### src/rtl/uart_pkg.sv
// Shared definitions for the UART receive buffer: entry layout and capture FSM encoding.
package uart_pkg;

    // Flag offsets are relative to the bit just above the data field.
    localparam int ENT_DATA_LSB = 0;
    localparam int ENT_FERR     = 0;
    localparam int ENT_PERR     = 1;
    localparam int ENT_OVF      = 2;
    localparam int ENT_FLAG_W   = 3;

    function automatic int ent_w(input int data_w);
        return data_w + ENT_FLAG_W;
    endfunction

    typedef enum logic {
        RXF_IDLE = 1'b0,
        RXF_WAIT = 1'b1
    } rxf_state_e;

endpackage

### src/rtl/uart_fifo_mem.sv
// DEPTH x (DATA_W+3) register file for receive entries.
// One synchronous write port, one asynchronous read port.
module uart_fifo_mem
    import uart_pkg::*;
#(
    parameter int DEPTH  = 8,
    parameter int DATA_W = 8,
    localparam int ENT_W = ent_w(DATA_W),
    localparam int PTR_W = $clog2(DEPTH)
) (
    input  logic             clk,
    input  logic             wr_en,
    input  logic [PTR_W-1:0] wr_addr,
    input  logic [ENT_W-1:0] wr_entry,
    input  logic [PTR_W-1:0] rd_addr,
    output logic [ENT_W-1:0] rd_entry
);

    logic [ENT_W-1:0] mem_q [DEPTH];
    logic [ENT_W-1:0] mem_d [DEPTH];

    always_comb begin
        mem_d = mem_q;
        if (wr_en) begin
            mem_d[wr_addr] = wr_entry;
        end
    end

    // Storage is not reset; the top gates reads with empty.
    always_ff @(posedge clk) begin
        mem_q <= mem_d;
    end

    assign rd_entry = mem_q[rd_addr];

endmodule

### src/rtl/uart_rx_fifo.sv
// Receive buffer behind the UART receive engine: captures frames into a FWFT FIFO.
// Define UART_RX_FIFO_ERR_DROP_EN to ack-and-discard frames with framing/parity errors.
//
// state    | meaning
// RXF_IDLE | waiting for eng_rdy; acks and captures a frame when room (or dropping)
// RXF_WAIT | frame acked; waiting for eng_rdy to fall so one frame is captured once
module uart_rx_fifo
    import uart_pkg::*;
#(
    parameter int DEPTH  = 8,
    parameter int DATA_W = 8,
    localparam int CNT_W = $clog2(DEPTH + 1)
) (
    input  logic              clk,
    input  logic              reset,
    input  logic              eng_rdy,
    input  logic [DATA_W-1:0] eng_data,
    input  logic              eng_ferr,
    input  logic              eng_perr,
    input  logic              eng_ovf,
    output logic              eng_read,
    input  logic              rd_req,
    output logic [DATA_W-1:0] rd_data,
    output logic              rd_ferr,
    output logic              rd_perr,
    output logic              rd_ovf,
    output logic              empty,
    output logic              full,
    output logic [CNT_W-1:0]  count
);

    localparam int PTR_W = $clog2(DEPTH);
    localparam int ENT_W = ent_w(DATA_W);

    rxf_state_e       state_q, state_d;
    logic [PTR_W-1:0] wr_ptr_q, wr_ptr_d;
    logic [PTR_W-1:0] rd_ptr_q, rd_ptr_d;
    logic [CNT_W-1:0] count_q, count_d;

    logic             full_w, empty_w;
    logic             ack, wr_en, pop;
    logic [ENT_W-1:0] wr_entry, rd_entry;

    assign full_w  = (count_q == CNT_W'(DEPTH));
    assign empty_w = (count_q == '0);
    assign pop     = rd_req && !empty_w;

`ifdef UART_RX_FIFO_ERR_DROP_EN
    logic frame_err;
    assign frame_err = eng_ferr | eng_perr;
`endif

    always_comb begin
        state_d = state_q;
        ack     = 1'b0;
        wr_en   = 1'b0;
        case (state_q)
            RXF_IDLE: begin
`ifdef UART_RX_FIFO_ERR_DROP_EN
                // Errored frames need no room, so they are acked even when full.
                if (eng_rdy && (frame_err || !full_w)) begin
                    ack     = 1'b1;
                    wr_en   = !frame_err;
                    state_d = RXF_WAIT;
                end
`else
                if (eng_rdy && !full_w) begin
                    ack     = 1'b1;
                    wr_en   = 1'b1;
                    state_d = RXF_WAIT;
                end
`endif
            end
            RXF_WAIT: begin
                if (!eng_rdy) begin
                    state_d = RXF_IDLE;
                end
            end
            default: state_d = RXF_IDLE;
        endcase
    end

    always_comb begin
        wr_ptr_d = wr_ptr_q;
        rd_ptr_d = rd_ptr_q;
        count_d  = count_q;
        if (wr_en) begin
            wr_ptr_d = wr_ptr_q + PTR_W'(1);
        end
        if (pop) begin
            rd_ptr_d = rd_ptr_q + PTR_W'(1);
        end
        case ({wr_en, pop})
            2'b10:   count_d = count_q + CNT_W'(1);
            2'b01:   count_d = count_q - CNT_W'(1);
            default: count_d = count_q;
        endcase
    end

    always_ff @(posedge clk) begin
        if (reset) begin
            state_q  <= RXF_IDLE;
            wr_ptr_q <= '0;
            rd_ptr_q <= '0;
            count_q  <= '0;
        end else begin
            state_q  <= state_d;
            wr_ptr_q <= wr_ptr_d;
            rd_ptr_q <= rd_ptr_d;
            count_q  <= count_d;
        end
    end

    assign wr_entry = {eng_ovf, eng_perr, eng_ferr, eng_data};

    uart_fifo_mem #(
        .DEPTH  (DEPTH),
        .DATA_W (DATA_W)
    ) u_mem (
        .clk      (clk),
        .wr_en    (wr_en),
        .wr_addr  (wr_ptr_q),
        .wr_entry (wr_entry),
        .rd_addr  (rd_ptr_q),
        .rd_entry (rd_entry)
    );

    assign eng_read = ack;
    assign rd_data  = empty_w ? '0 : rd_entry[ENT_DATA_LSB +: DATA_W];
    assign rd_ferr  = !empty_w && rd_entry[DATA_W + ENT_FERR];
    assign rd_perr  = !empty_w && rd_entry[DATA_W + ENT_PERR];
    assign rd_ovf   = !empty_w && rd_entry[DATA_W + ENT_OVF];
    assign empty    = empty_w;
    assign full     = full_w;
    assign count    = count_q;

endmodule
### config.mk
export PLATFORM = sky130hd
export DESIGN_NAME = uart_rx_fifo
export DESIGN_NICKNAME = d
export VERILOG_FILES = /design/src/rtl/uart_pkg.sv /design/src/rtl/uart_fifo_mem.sv /design/src/rtl/uart_rx_fifo.sv
export SDC_FILE = /design/constraint.sdc
export NUM_CORES = 1
export LEC_CHECK = 0
export ABC_CLOCK_PERIOD_IN_PS = 4700
export BUFFER_PORTS_ARGS = -buffer_cell sky130_fd_sc_hd__buf_2
export CAP_MARGIN = 20
export CORE_MARGIN = 4
export CORE_UTILIZATION = 40
export DETAILED_ROUTE_END_ITERATION = 10
export MAX_ROUTING_LAYER = met4
export PLACE_DENSITY = 0.56
export SYNTH_ARGS = -nofsm -noshare
export SYNTH_HDL_FRONTEND = slang
export SYNTH_SLANG_ARGS = --single-unit
### constraint.sdc
create_clock -name clk -period 4.7 [get_ports clk]
set_input_delay 0.47 -clock clk [delete_from_list [all_inputs] [get_ports clk]]
set_output_delay 0.47 -clock clk [all_outputs]
set_load 0.05 [all_outputs]
; After elaboration in Yosys (flattened, before gate mapping)
; Index checks and enable logic that the tools add are counted.
[op_classes]
n_addsub = 4
mul = 0
div = 0
order_cmp = 3
n_eq_ne = 3
n_shift = 0
n_mux = 12
n_bitwise = 3
n_reduce_logical = 10
[ops]
columns = operator, n
row1 = $bwmux W88, 1
row2 = $bmux W11 S3, 1
row3 = $demux W11 S3, 1
row4 = $mux W11, 3
row5 = $ge A4 B4 Y1 const B, 2
row6 = $mux W8, 1
row7 = $not A3 Y4, 2
row8 = $pmux W4 S2, 1
row9 = $add A3 B1 Y3 const B, 2
row10 = $logic_and A1 B1 Y1, 6
row11 = $add A4 B1 Y4 const B, 1
row12 = $eq A4 B4 Y1 const B, 1
row13 = $logic_not A4 Y1, 1
row14 = $lt A4 B1 Y1 const B, 1
row15 = $sub A4 B1 Y4 const B, 1
row16 = $mux W1, 3
row17 = $eq A2 B1 Y1 const B, 1
row18 = $eq A2 B2 Y1 const B, 1
row19 = $logic_not A1 Y1, 2
row20 = $pmux W1 S2, 1
row21 = $reduce_bool A2 Y1, 1
row22 = $not A1 Y1, 1
[word_totals]
ff_bits = 99
latchBits = 0
mem_bits_rw = 0
mem_bits_ro = 0
in_bits = 15
out_inout_bits = 18
word_cells = 47
mem_count = 0

; Logic depth before layout (Yosys ltp)
; Gate-level depths: netlist of run 1.
[logic_depth]
depth_word = 7
ltp_mapped = 9
mapped_depth_nobuf = 9

; Hierarchy
; From an unflattened synthesis of run 1, not the netlist that was laid out.
[unflattened]
hier_cells = 210
hier_area_um2 = 4081.4
[by_module_without_submodules]
columns = module, n_inst, cells_each, area_per_inst_um2, seq_area_each_um2
row1 = uart_fifo_mem, 1, 139, 3437.0, 2642.5
row2 = uart_rx_fifo, 1, 71, 644.4, 220.2

; Worst setup path before layout of run 1
; Ideal clock, no wire load.
[synth_path]
path_kind = register to register
from = register count_q[1] (netlist: count[1])
to = register u_mem.mem_q[33] (netlist name) (enable)
setup_time_ps = 393
arrival_time_ps = 2306
required_time_ps = 4307
path_slack_ps = 2001
stages_incl_launch_ff = 6
n_path_buf = 0
period_less_slack_ps = 2699
cell_sequence = dfxtp_1 -> or4b_4 -> nand3b_4 -> inv_2 -> nand2_2 -> nor3_1
[synth_between]
elab_chain_len = 5
[synth_lines]
columns = element, line_no
row1 = "start, declared", uart_rx_fifo.sv:38  ; logic [CNT_W-1:0] count_q, count_d;
row2 = "start signal, assigned", uart_rx_fifo.sv:110  ; count_q <= count_d;
row3 = $eq A4 B4 Y1, uart_rx_fifo.sv:44  ; assign full_w = (count_q == CNT_W'(DEPTH));
row4 = $logic_not A1 Y1, uart_rx_fifo.sv:67  ; if (eng_rdy && !full_w) begin
row5 = $logic_and A1 B1 Y1, uart_rx_fifo.sv:67
row6 = $mux W1 (2 in series), -
row7 = net eng_read, uart_rx_fifo.sv:21  ; output logic eng_read,
row8 = "end signal, assigned", uart_fifo_mem.sv:31  ; mem_q <= mem_d;
row9 = "end, declared", uart_fifo_mem.sv:19  ; logic [ENT_W-1:0] mem_q [DEPTH];
; The timed path passes the listed nets, and every way through them passes these cells.
; A chain may end at the register's enable or synchronous reset.

; Worst setup path in the final report of run 1
[layout_path]
from = register count_q[0] (netlist: count[0])
to = register count_q[3] (netlist: count[3])
[layout_between]
elab_cells_between_ends = 14
classes_between = add/sub: 2 / eq/ne: 3 / mux: 3 / reduce/logical: 6
[layout_rtl]
columns = element, line_no
row1 = $logic_not A4 Y1 (*), uart_rx_fifo.sv:45  ; assign empty_w = (count_q == '0);
row2 = $logic_not A1 Y1 (*), uart_rx_fifo.sv:46  ; assign pop = rd_req && !empty_w;
row3 = $logic_and A1 B1 Y1 (*), uart_rx_fifo.sv:46
row4 = net pop, uart_rx_fifo.sv:41  ; logic ack, wr_en, pop;
row5 = $eq A2 B1 Y1 or $eq A2 B2 Y1 (tied branches), uart_rx_fifo.sv:93  ; case ({wr_en, pop})
row6 = $pmux W4 S2 or $reduce_bool A2 Y1 (tied branches), -
; The timed path passes the listed nets; every way through them passes the cells marked *.

==> flow_summary_export.csv, run 1 <==
group,metric,value,unit
status,status,"complete, no violations",
global_routing,gr-usage-met3,0.04139,
setup_path,reg2reg_depth,6,
setup_path,critPathSlowestCell,"nor4_4",
setup_path,path_class,"reg2reg",
die,chipHeight,107.8,um
logic_synthesis,synthesis.nets,231,
clock_network,cts_sinks,99,
timing,rsz0062_at_grt,"no",
timing,finalCritPeriodShare,0.6198,
global_routing,grtUsageTotal,0.1392,
clock_network,cts_resized,0,
timing,min_period,2.913,ns
clock_network,h-tree-depth,3,
power_and_ir_drop,p_switching,1028,uW
setup_path,worstPathArrival,3.16,ns
clock_network,cts_tree,"yes",
setup_path,cp_top_family,"simple AND/OR/NAND/NOR gates",
logic_synthesis,yosysUniqueCellTypes,33,
routing,vias_per_cell,4.952,
hold_path,whs_path_depth,1,
die,initial_core_util,0.4093,
timing,skew,0.006641,ns
job,drv_cap,0,
timing,worst_pin_slew,0.8898,ns
timing,setup_viol,0,
power_and_ir_drop,power_frac_comb,0.387,
logic_synthesis,ys_warn_count,0,
power_and_ir_drop,ir_drop,0.2773,mV
global_routing,use_met1,0.1880,
clock_network,clk_pin_slew,0.10,ns
place,gp_congestion,0.6846,
logic_synthesis,netlist_area,0.003983,mm2
clock_network,post_cts_buffers,0,
setup_path,crit_path_start_kind,"flip-flop",
die,ioPinCount,33,
global_routing,grt_pass1_wl,11.32,mm
routing,drtIter0Drc,68,
timing,fin_setup_tns,0,ns
timing,relSlewSlack,0.4023,
logic_synthesis,netlist_instances,211,
global_routing,grt_pass1_vias,1999,
routing,routed-via-count,1951,
hold_path,hold_class,"in2reg",
clock_network,cts_buffers,9,
routing,ant_nets,0,
setup_path,path_cells,"nor4_4, nor2b_1, ha_1, or3_1, o32ai_1, mux2_1",
power_and_ir_drop,intPower,1553,uW
die,die_x,107.8,um
global_routing,busiest_layer,"met2",
timing,fin_hold_ws,0.3807,ns
global_routing,globalRoute.totalOverflow,0,
power_and_ir_drop,p_sw_frac,0.3982,
global_routing,antenna_found_initial,0,
global_routing,grt_max_degree,25,
logic_synthesis,postSynthAreaPerCell,18.87,um2
clock_network,cts_buffer_depth,2,
logic_synthesis,ys_seq_area_frac,0.7188,
die,dieArea,0.01162,mm2
layout,area_growth,14.36,%
setup_path,required,4.95,ns
global_routing,met2_usage,0.2087,
place,post-dp-hpwl,4.468,mm
place,numPortBuffers,32,
layout,drive_gt1_frac,0.3487,
routing,drt_pass1_iterations,4,
setup_path,max_stage_delay,0.81,ns
setup_path,path_depth,6,
layout,fillers,880,
routing,wirelength,7.282,mm
routing,drt-wirelength-per-cell,18.48,um
clock_network,clockRootBuffer,"clkbuf_8",
die,row_count,36,
die,core_area,0.009729,mm2
power_and_ir_drop,p_seq_frac,0.418,
timing,slew_viol_final,0,
clock_network,clk_latency,0.35,ns
setup_path,worstPathMaxFanout,14,
setup_path,crit_buf_inv,0,
setup_path,endpoint_kind,"flip-flop",
timing,clock.fmax,343.3,MHz
layout,finalNetCount,276,
clock_network,holdBufCountCts,0,
power_and_ir_drop,power_per_cell_area,566.6,mW/mm2
timing,hold_viol_final,0,
power_and_ir_drop,p_leak,0.001529,uW
layout,diodes,0,
routing,drc,0,
power_and_ir_drop,pwr-share-clk,0.195,
logic_synthesis,synth-seq-cells,99,
-- metrics by stage --
step                area (um2)  power, uW  cells    util  setup WS, ns
finish                    4554       2581    394  0.4681         1.787
global route              4554       2718    394  0.4681         1.566
CTS                       4554       2624    394  0.4681         1.702
detailed placement        4372       2118    378  0.4493         1.715
global placement          4372       2113    378  0.4493         1.758
floorplan                 3983       1881    211       -         2.001
-- final timing paths --
kind                      to  slack, ns   startpoint
max                 count[3]       1.79     count[0]
min          u_mem.mem_q[39]       0.38  eng_data[6]
max reg2reg         count[3]       1.79     count[0]
min reg2reg          state_q       0.52      state_q
-- layout make-up --
cell class                      instances  area [um2]  area share
Tap cell                              133       166.4     0.03654
Inverter                                2       7.507    0.001648
Timing Repair Buffer                   42       235.2     0.05165
Multi-Input combinational cell        102        1100      0.2415
Sequential cell                        99        2863      0.6286
Clock inverter                          7       58.81     0.01291
Clock buffer                            9       123.9     0.02720
-- worst register-to-register path, delay by kind of cell (launching register included) --
| kind | cells | cell delay, ns |
|---|---|---|
| adder cells (fa/ha/maj) | 1 | 0.44 |
| multiplexers | 1 | 0.35 |
| AO/OA/AOI/OAI | 1 | 0.16 |
| flip-flops | 1 | 0.40 |
| AND/OR/NAND/NOR | 3 | 1.46 |
-- synth_stat cells --
library cell | instances | area, um2
buf_1 | 2 | 7.510
buf_6 | 2 | 22.52
inv_2 | 1 | 3.750
nand2_1 | 3 | 11.26
nor2b_1 | 5 | 31.28
nand2b_1 | 2 | 12.51
nand2_2 | 1 | 6.260
edfxtp_1 | 88 | 2643
xnor2_2 | 1 | 16.27
o32ai_1 | 1 | 8.760
nand4b_1 | 1 | 8.760
clkbuf_1 | 2 | 7.510
a31oi_1 | 1 | 6.260
nor3b_1 | 1 | 7.510
mux2_1 | 1 | 11.26
mux4_2 | 22 | 495.5
xnor2_1 | 1 | 8.760
o21ai_0 | 1 | 5.000
xor2_1 | 5 | 43.79
nor4_2 | 1 | 12.51
or3_1 | 2 | 12.51
nand3b_1 | 1 | 7.510
nor3_1 | 4 | 20.02
nor4_1 | 1 | 6.260
nand3b_4 | 1 | 20.02
dfxtp_1 | 11 | 220.2
inv_1 | 1 | 3.750
a21oi_1 | 4 | 20.02
ha_1 | 5 | 62.56
or4b_4 | 1 | 13.76
nor2_1 | 23 | 86.33
mux2i_1 | 13 | 130.1
buf_2 | 2 | 10.01
-- metal layers --
metal  routed length (um)  share of wire
met5                    0              0
met4                   80          0.011
met3                  264          0.036
met2                 3505           0.48
met1                 3432           0.47
-- state kept, by name, summed over array words and instances (netlist names) --
name,cells
u_mem.mem_q,88
wr_ptr_q,3
rd_ptr_q,3
count,4
state_q,1
-- layout by cell type (no fill, tap or decap), types with 5 or more instances in the layout --
cell / netlist / final
mux4_2: 22 / 22
clkbuf_8: 0 / 9
xor2_1: 5 / 5
dfxtp_1: 11 / 11
buf_4: 0 / 10
ha_1: 5 / 5
nor2b_1: 5 / 5
nor2_1: 23 / 23
edfxtp_1: 88 / 88
mux2i_1: 13 / 13
buf_2: 2 / 32
-- power groups by stage --
| stage | registers [uW] | clock network [uW] | logic (uW) |
|---|---|---|---|
| 3_3_place_gp | 1100 | 0 | 1010 |
| 2_1_floorplan | 1130 | 0 | 749 |
| 5_1_grt | 1090 | 555 | 1070 |
| 6_report | 1080 | 504 | 998 |
| 4_1_cts | 1080 | 525 | 1020 |
| 3_5_place_dp | 1100 | 0 | 1020 |
-- cell families (layout without fill, tap and decap cells) --
group / Yosys count / after routing / share of synthesized area
simple gates: 47 / 47 / 0.06441
compound gates: 7 / 7 / 0.01005
xor+xnor: 7 / 7 / 0.01728
mux: 36 / 36 / 0.1599
flops: 99 / 99 / 0.7188
fa+ha+maj: 5 / 5 / 0.01571
buf+inv: 10 / 60 / 0.01382
Note: power is estimated with default switching activity, not from simulation.
==> inputs of run 2 (changes only) <==
- ABC_AREA: unset -> 1
- ABC_CLOCK_PERIOD_IN_PS: 4700 -> 3000
- clock period: 4.7 -> 3 ns (I/O delays scaled with it)
==> run 2 against run 1 <==
  * Cell count grew 36%
  * Critical path type is now reg2out
  * Critical endpoint is now rd_ovf
  * Largest power group is now combinational logic
  * Register-to-register slack lost 1.1 ns
  * Flip-flop and latch count is the same
  * Sequential power grew 58%
  * Routed wire length grew 23%
  * Critical path depth grew 2
  * Global-route usage grew 1.5 points
==> flow_summary_export.csv, run 2 <==
group,metric,value,unit
status,status,"complete, no violations",
power_and_ir_drop,p_leak,0.001758,uW
global_routing,grtUsageTotal,0.1543,
clock_network,cts_buffer_depth,2,
clock_network,cts_resized,0,
logic_synthesis,synth_top_cell_by_area,"edfxtp_1",
clock_network,post_cts_buffers,0,
routing,drt-wirelength-per-cell,16.79,um
timing,fin_setup_tns,0,ns
setup_path,crit_path_start_kind,"flip-flop",
timing,clock.fmax,396.1,MHz
layout,fillers,941,
timing,worst_pin_slew,0.6395,ns
setup_path,path_class,"reg2out",
place,gp_congestion,0.8251,
logic_synthesis,yosysUniqueCellTypes,27,
setup_path,endpoint_kind,"output pin",
logic_synthesis,synth-seq-cells,99,
logic_synthesis,synth_area_leaders,"edfxtp_1 (62%), nor2_1 (7.2%), dfxtp_1 (5.2%)",
clock_network,cts_sinks,99,
place,dpl_cell_area,0.004584,mm2
setup_path,required,2.70,ns
timing,finalCritPeriodShare,0.8416,
timing,relSlewSlack,0.5737,
layout,final_common_cell,"edfxtp_1",
hold_path,hold_class,"in2reg",
timing,skew,0.01075,ns
timing,hold_viol_final,0,
logic_synthesis,synthArstFlopShare,0,
layout,final_cell_mix,"edfxtp_1 (88), nor2_1 (82), buf_2 (32)",
layout,largest_reg_flops,88,
setup_path,cp-startpoint,"rd_ptr_q[0]",
setup_path,crit_end,"rd_ovf",
routing,drt_pass1_iterations,4,
die,dieArea,0.01235,mm2
die,die_x,111.1,um
logic_synthesis,synth_common_cells,"edfxtp_1 (88), nor2_1 (82), nand2_1 (26), o21ai_1 (26), inv_1 (18)",
job,drv_cap,0,
timing,worst_slack,0.4753,ns
place,post-dp-hpwl,5.418,mm
power_and_ir_drop,power_per_cell_area,931.2,mW/mm2
routing,wirelength,8.968,mm
logic_synthesis,synth_edf_count,88,
clock_network,h-tree-depth,3,
layout,finalNetCount,413,
clock_network,cts_tree,"yes",
routing,drtIter0Drc,203,
timing,setup_viol,0,
global_routing,grt_pass1_vias,2681,
place,pre_cts_ws,0.7172,ns
layout,area_growth,12.23,%
setup_path,r2r-start,"count[0]",
die,chipHeight,111.1,um
timing,slew_viol_final,0,
timing,rsz0062_at_grt,"no",
layout,diodes,0,
logic_synthesis,synth.top_cell.area_share,0.6210,
layout,final_cell_area,0.004776,mm2
die,initial_core_util,0.4122,
layout,drive_gt1_frac,0.2513,
logic_synthesis,synth_flop_cell,"edfxtp_1",
layout,largest-register,"u_mem.mem_q",
logic_synthesis,netlist_area,0.004255,mm2
place,numPortBuffers,32,
clock_network,clk_latency,0.36,ns
clock_network,clk_pin_slew,0.10,ns
routing,drc,0,
global_routing,antenna_found_initial,0,
setup_path,worstPathArrival,2.22,ns
global_routing,globalRoute.totalOverflow,0,
layout,seq_area,0.002864,mm2
global_routing,grt_max_degree,47,
timing,min_period,2.525,ns
clock_network,holdBufCountCts,0,
setup_path,reg2reg_slack,0.72,ns
timing,fin_hold_ws,0.1728,ns
routing,vias_per_cell,5.022,
die,ioPinCount,33,
logic_synthesis,yosysMostFrequentCell,"edfxtp_1",
logic_synthesis,ys_seq_area_frac,0.6727,
layout,multi_input_area,0.001206,mm2
die,row_count,37,
routing,routed-via-count,2682,
logic_synthesis,postSynthAreaPerCell,12.02,um2
die,core_area,0.01032,mm2
logic_synthesis,ys_warn_count,0,
clock_network,cts_buffers,9,
setup_path,worstPathMaxFanout,26,
logic_synthesis,netlist_instances,354,
hold_path,min_from,"reset",
setup_path,rr_endpoint,"count[2]",
routing,ant_nets,0,
logic_synthesis,synthesis.nets,374,
setup_path,reg2reg_depth,13,
power_and_ir_drop,ir_drop,0.4278,mV
clock_network,clockRootBuffer,"clkbuf_8",
global_routing,grt_pass1_wl,14.32,mm
## run 2: cell count changes in the layout (fill, tap and decap cells not counted), moves of 5 or more
cell	change
a21oi_1	+5
inv_1	+17
mux2i_1	-13
mux4_2	-22
nand2_1	+23
nor2_1	+59
nor2b_1	-5
o211ai_1	+5
o211ai_2	+7
o21ai_0	+8
o21ai_1	+26
o21ai_2	+16
o22ai_1	+10
## run 2: final cells by class
cell class	instances	area share
Multi-Input combinational cell	217	0.2526
Inverter	21	0.01808
Timing Repair Buffer	45	0.05397
Clock buffer	9	0.02594
Tap cell	136	0.03563
Clock inverter	7	0.01415
Sequential cell	99	0.5997
## run 2: how the worst min path moves through the flow
stage                   to  slack (ns)  depth (start not counted)
2_1_floorplan  wr_ptr_q[2]        0.37                          1
5_1_grt        wr_ptr_q[2]        0.15                          2
3_3_place_gp       state_q        0.48                          2
3_5_place_dp       state_q        0.48                          2
6_report       wr_ptr_q[2]        0.17                          2
4_1_cts        wr_ptr_q[2]        0.15                          2
## run 2: critical path, stage by stage, from the launching register on
cell and delay, ns:
dfxtp_2 0.75, buf_4 0.34, nor2_1 0.07, nor2_1 0.08, o21ai_1 0.07, o211ai_1 0.10, nand2_1 0.09, nor2_1 0.10
buf_2 0.27
## run 2: logic make-up after synthesis
group	count (synthesis)	synth area share
AO/OA/AOI/OAI	83	0.1317
XOR/XNOR	4	0.008234
adder cells (fa/ha/maj)	5	0.01470
buffers and inverters	38	0.05322
flip-flops	99	0.6727
AND/OR/NAND/NOR	125	0.1194
## run 2: routing by layer
layer  global-route usage  part of all wire  vias to the layer above
met2               0.2528              0.48                       36
li1                     -                 -                     1328
met3              0.03002             0.028                        9
met1               0.1972              0.48                     1309
met4              0.04298            0.0098                        0
met5                    -                 0                        -
## run 2: through the flow
step,instances,total power (uW),util
6_report,534,4447,0.4626
2_1_floorplan,354,3256,-
5_1_grt,534,4725,0.4626
3_5_place_dp,518,3664,0.4441
3_3_place_gp,518,3643,0.4441
4_1_cts,534,4497,0.4626
## run 2: power by group
part | switching, uW | internal [uW] | total, uW
Sequential | 112 | 1600 | 1710
Clock | 454 | 383 | 837
Combinational | 1400 | 491 | 1900
Total | 1970 | 2480 | 4450
==> inputs of run 3 (changes only) <==
- ABC_AREA: 1 -> 0
- ABC_CLOCK_PERIOD_IN_PS: 3000 -> 2300
- PLACE_DENSITY: 0.56 -> 0.58
- clock period: 3 -> 2.3 ns (I/O delays scaled with it)
==> run 3 against run 2 <==
  * Largest power group unchanged
  * Power rose by 25%
  * Sequential power rose by 29%
  * Design area fell by 1.4%
  * Die area fell by 6.0%
  * Clock power rose by 29%
  * Hold slack got worse by 0.031 ns
  * Sequential share of layout area rose by 1.1 points
  * Highest routed layer unchanged
  * Global-route usage fell by 1.1 points
  * Worst setup slack got worse by 0.44 ns
  * Largest cell class unchanged
  * Flip-flop and latch count did not move
  * Routed wire length fell by 17%
  * Combinational power rose by 19%
==> flow_summary_export.csv, run 3 (same netlist as run 1, synthesis figures left out) <==
group,metric,value,unit
routing,vias_per_cell,5.030,
clock_network,clk_latency,0.35,ns
power_and_ir_drop,power_per_cell_area,1180,mW/mm2
routing,drc,0,
setup_path,cp-startpoint,"count[0]",
place,numPortBuffers,32,
hold_path,hold_class,"in2reg",
power_and_ir_drop,power.total,5557,uW
setup_path,r2r-start,"count[0]",
global_routing,globalRoute.totalOverflow,0,
timing,relSlewSlack,0.5245,
layout,diodes,0,
timing,hold_viol_final,0,
setup_path,path_cells,"or4b_4, nand3b_4, ha_4, or3_1, o32ai_1, mux2_1",
place,post-dp-hpwl,4.493,mm
clock_network,cts_buffer_depth,2,
clock_network,cts_tree,"yes",
clock_network,cts_sinks,99,
clock_network,clockRootBuffer,"clkbuf_8",
die,initial_core_util,0.4093,
setup_path,critPathSlowestCell,"or4b_4",
job,drv_cap,0,
routing,drt-wirelength-per-cell,18.55,um
clock_network,holdBufCountCts,0,
layout,area_growth,18.22,%
routing,wirelength,7.456,mm
routing,ant_nets,0,
layout,largest-register,"u_mem.mem_q",
setup_path,endpoint_kind,"flip-flop",
layout,final_common_cell,"edfxtp_1",
clock_network,cts_buffers,9,
layout,drive_gt1_frac,0.3941,
setup_path,required,2.55,ns
die,chipHeight,107.8,um
timing,worst_pin_slew,0.7110,ns
setup_path,path_class,"reg2reg",
setup_path,worstPathArrival,2.51,ns
hold_path,min_from,"eng_data[6]",
setup_path,max_stage_delay,0.56,ns
setup_path,crit_buf_inv,0,
global_routing,grt_pass1_wl,11.92,mm
status,status,"complete, no violations",
timing,setup_viol,0,
setup_path,cp_top_family,"simple AND/OR/NAND/NOR gates",
routing,routed-via-count,2022,
clock_network,h-tree-depth,3,
timing,clock.fmax,441.8,MHz
global_routing,grtUsageTotal,0.1429,
routing,drt_pass1_iterations,4,
die,row_count,36,
layout,fillers,857,
timing,min_period,2.263,ns
layout,finalNetCount,284,
die,core_area,0.009729,mm2
timing,finalCritPeriodShare,0.9841,
timing,skew,0.01594,ns
global_routing,antenna_found_initial,0,
power_and_ir_drop,p_leak,0.001578,uW
global_routing,grt_pass1_vias,2145,
place,gp_congestion,0.6980,
routing,drtIter0Drc,107,
global_routing,grt_max_degree,25,
power_and_ir_drop,ir_drop,0.8054,mV
die,ioPinCount,33,
die,dieArea,0.01162,mm2
timing,slew_viol_final,0,
setup_path,crit_path_start_kind,"flip-flop",
setup_path,worstPathMaxFanout,6,
place,dp_cells,383,
layout,largest_reg_flops,88,
clock_network,clk_pin_slew,0.10,ns
layout,final_cell_count_no_fill,402,
layout,final_cell_mix,"edfxtp_1 (88), buf_2 (32), nor2_1 (23)",
die,die_x,107.8,um
timing,rsz0062_at_grt,"yes",
[run 3: changes by cell type in the layout (fill, tap and decap cells not counted), sizes merged, moves of 12 or more]
cell / change
mux4: +22
inv: -19
nand2: -23
nor2: -60
o21ai: -50
o211ai: -12
mux2i: +13
[run 3: metrics by stage]
step	hold slack, ns	area (um2)	setup TNS, ns	setup WS (ns)	utilization
2_1_floorplan	0.3289	4038	-0.02740	-0.02740	-
3_3_place_gp	0.5009	4457	0	0.07112	0.4581
3_5_place_dp	0.5016	4457	0	0.03584	0.4581
4_1_cts	0.1264	4648	0	0.01914	0.4778
5_1_grt	0.1280	4708	-0.05688	-0.03273	0.4839
6_report	0.1419	4708	0	0.03661	0.4839
[run 3: power by group]
part | internal (uW) | switching, uW
registers | 2110 | 99.3
clock network | 504 | 574
logic | 823 | 1450
total | 3440 | 2120
[run 3: routing by layer]
layer	up-vias	track usage	share of wire
met5	-	-	0
li1	939	-	-
met2	37	0.2242	0.51
met3	4	0.02400	0.029
met1	1042	0.1896	0.45
met4	0	0.05140	0.0070
[run 3: what timing repair did]
action                     CTS  global route
buffers inserted             0             2
resized for setup            0             4
setup endpoints to repair    0             3
[run 3: final timing paths]
path	to	depth (start not counted)	slack [ns]
max	count[3]	6	0.04
min	u_mem.mem_q[28]	1	0.14
max reg2reg	count[3]	6	0.04
min reg2reg	state_q	2	0.53
[run 3: cell type report]
cell class / count / area (um2) / share of cell area
clock buffers: 10 / 127.6 / 0.02711
clock inverters: 6 / 63.81 / 0.01355
inverters: 2 / 7.507 / 0.001594
multi-input cells: 102 / 1141 / 0.2424
flip-flops and latches: 99 / 2877 / 0.6109
well taps: 133 / 166.4 / 0.03534
repair buffers: 50 / 325.3 / 0.06909
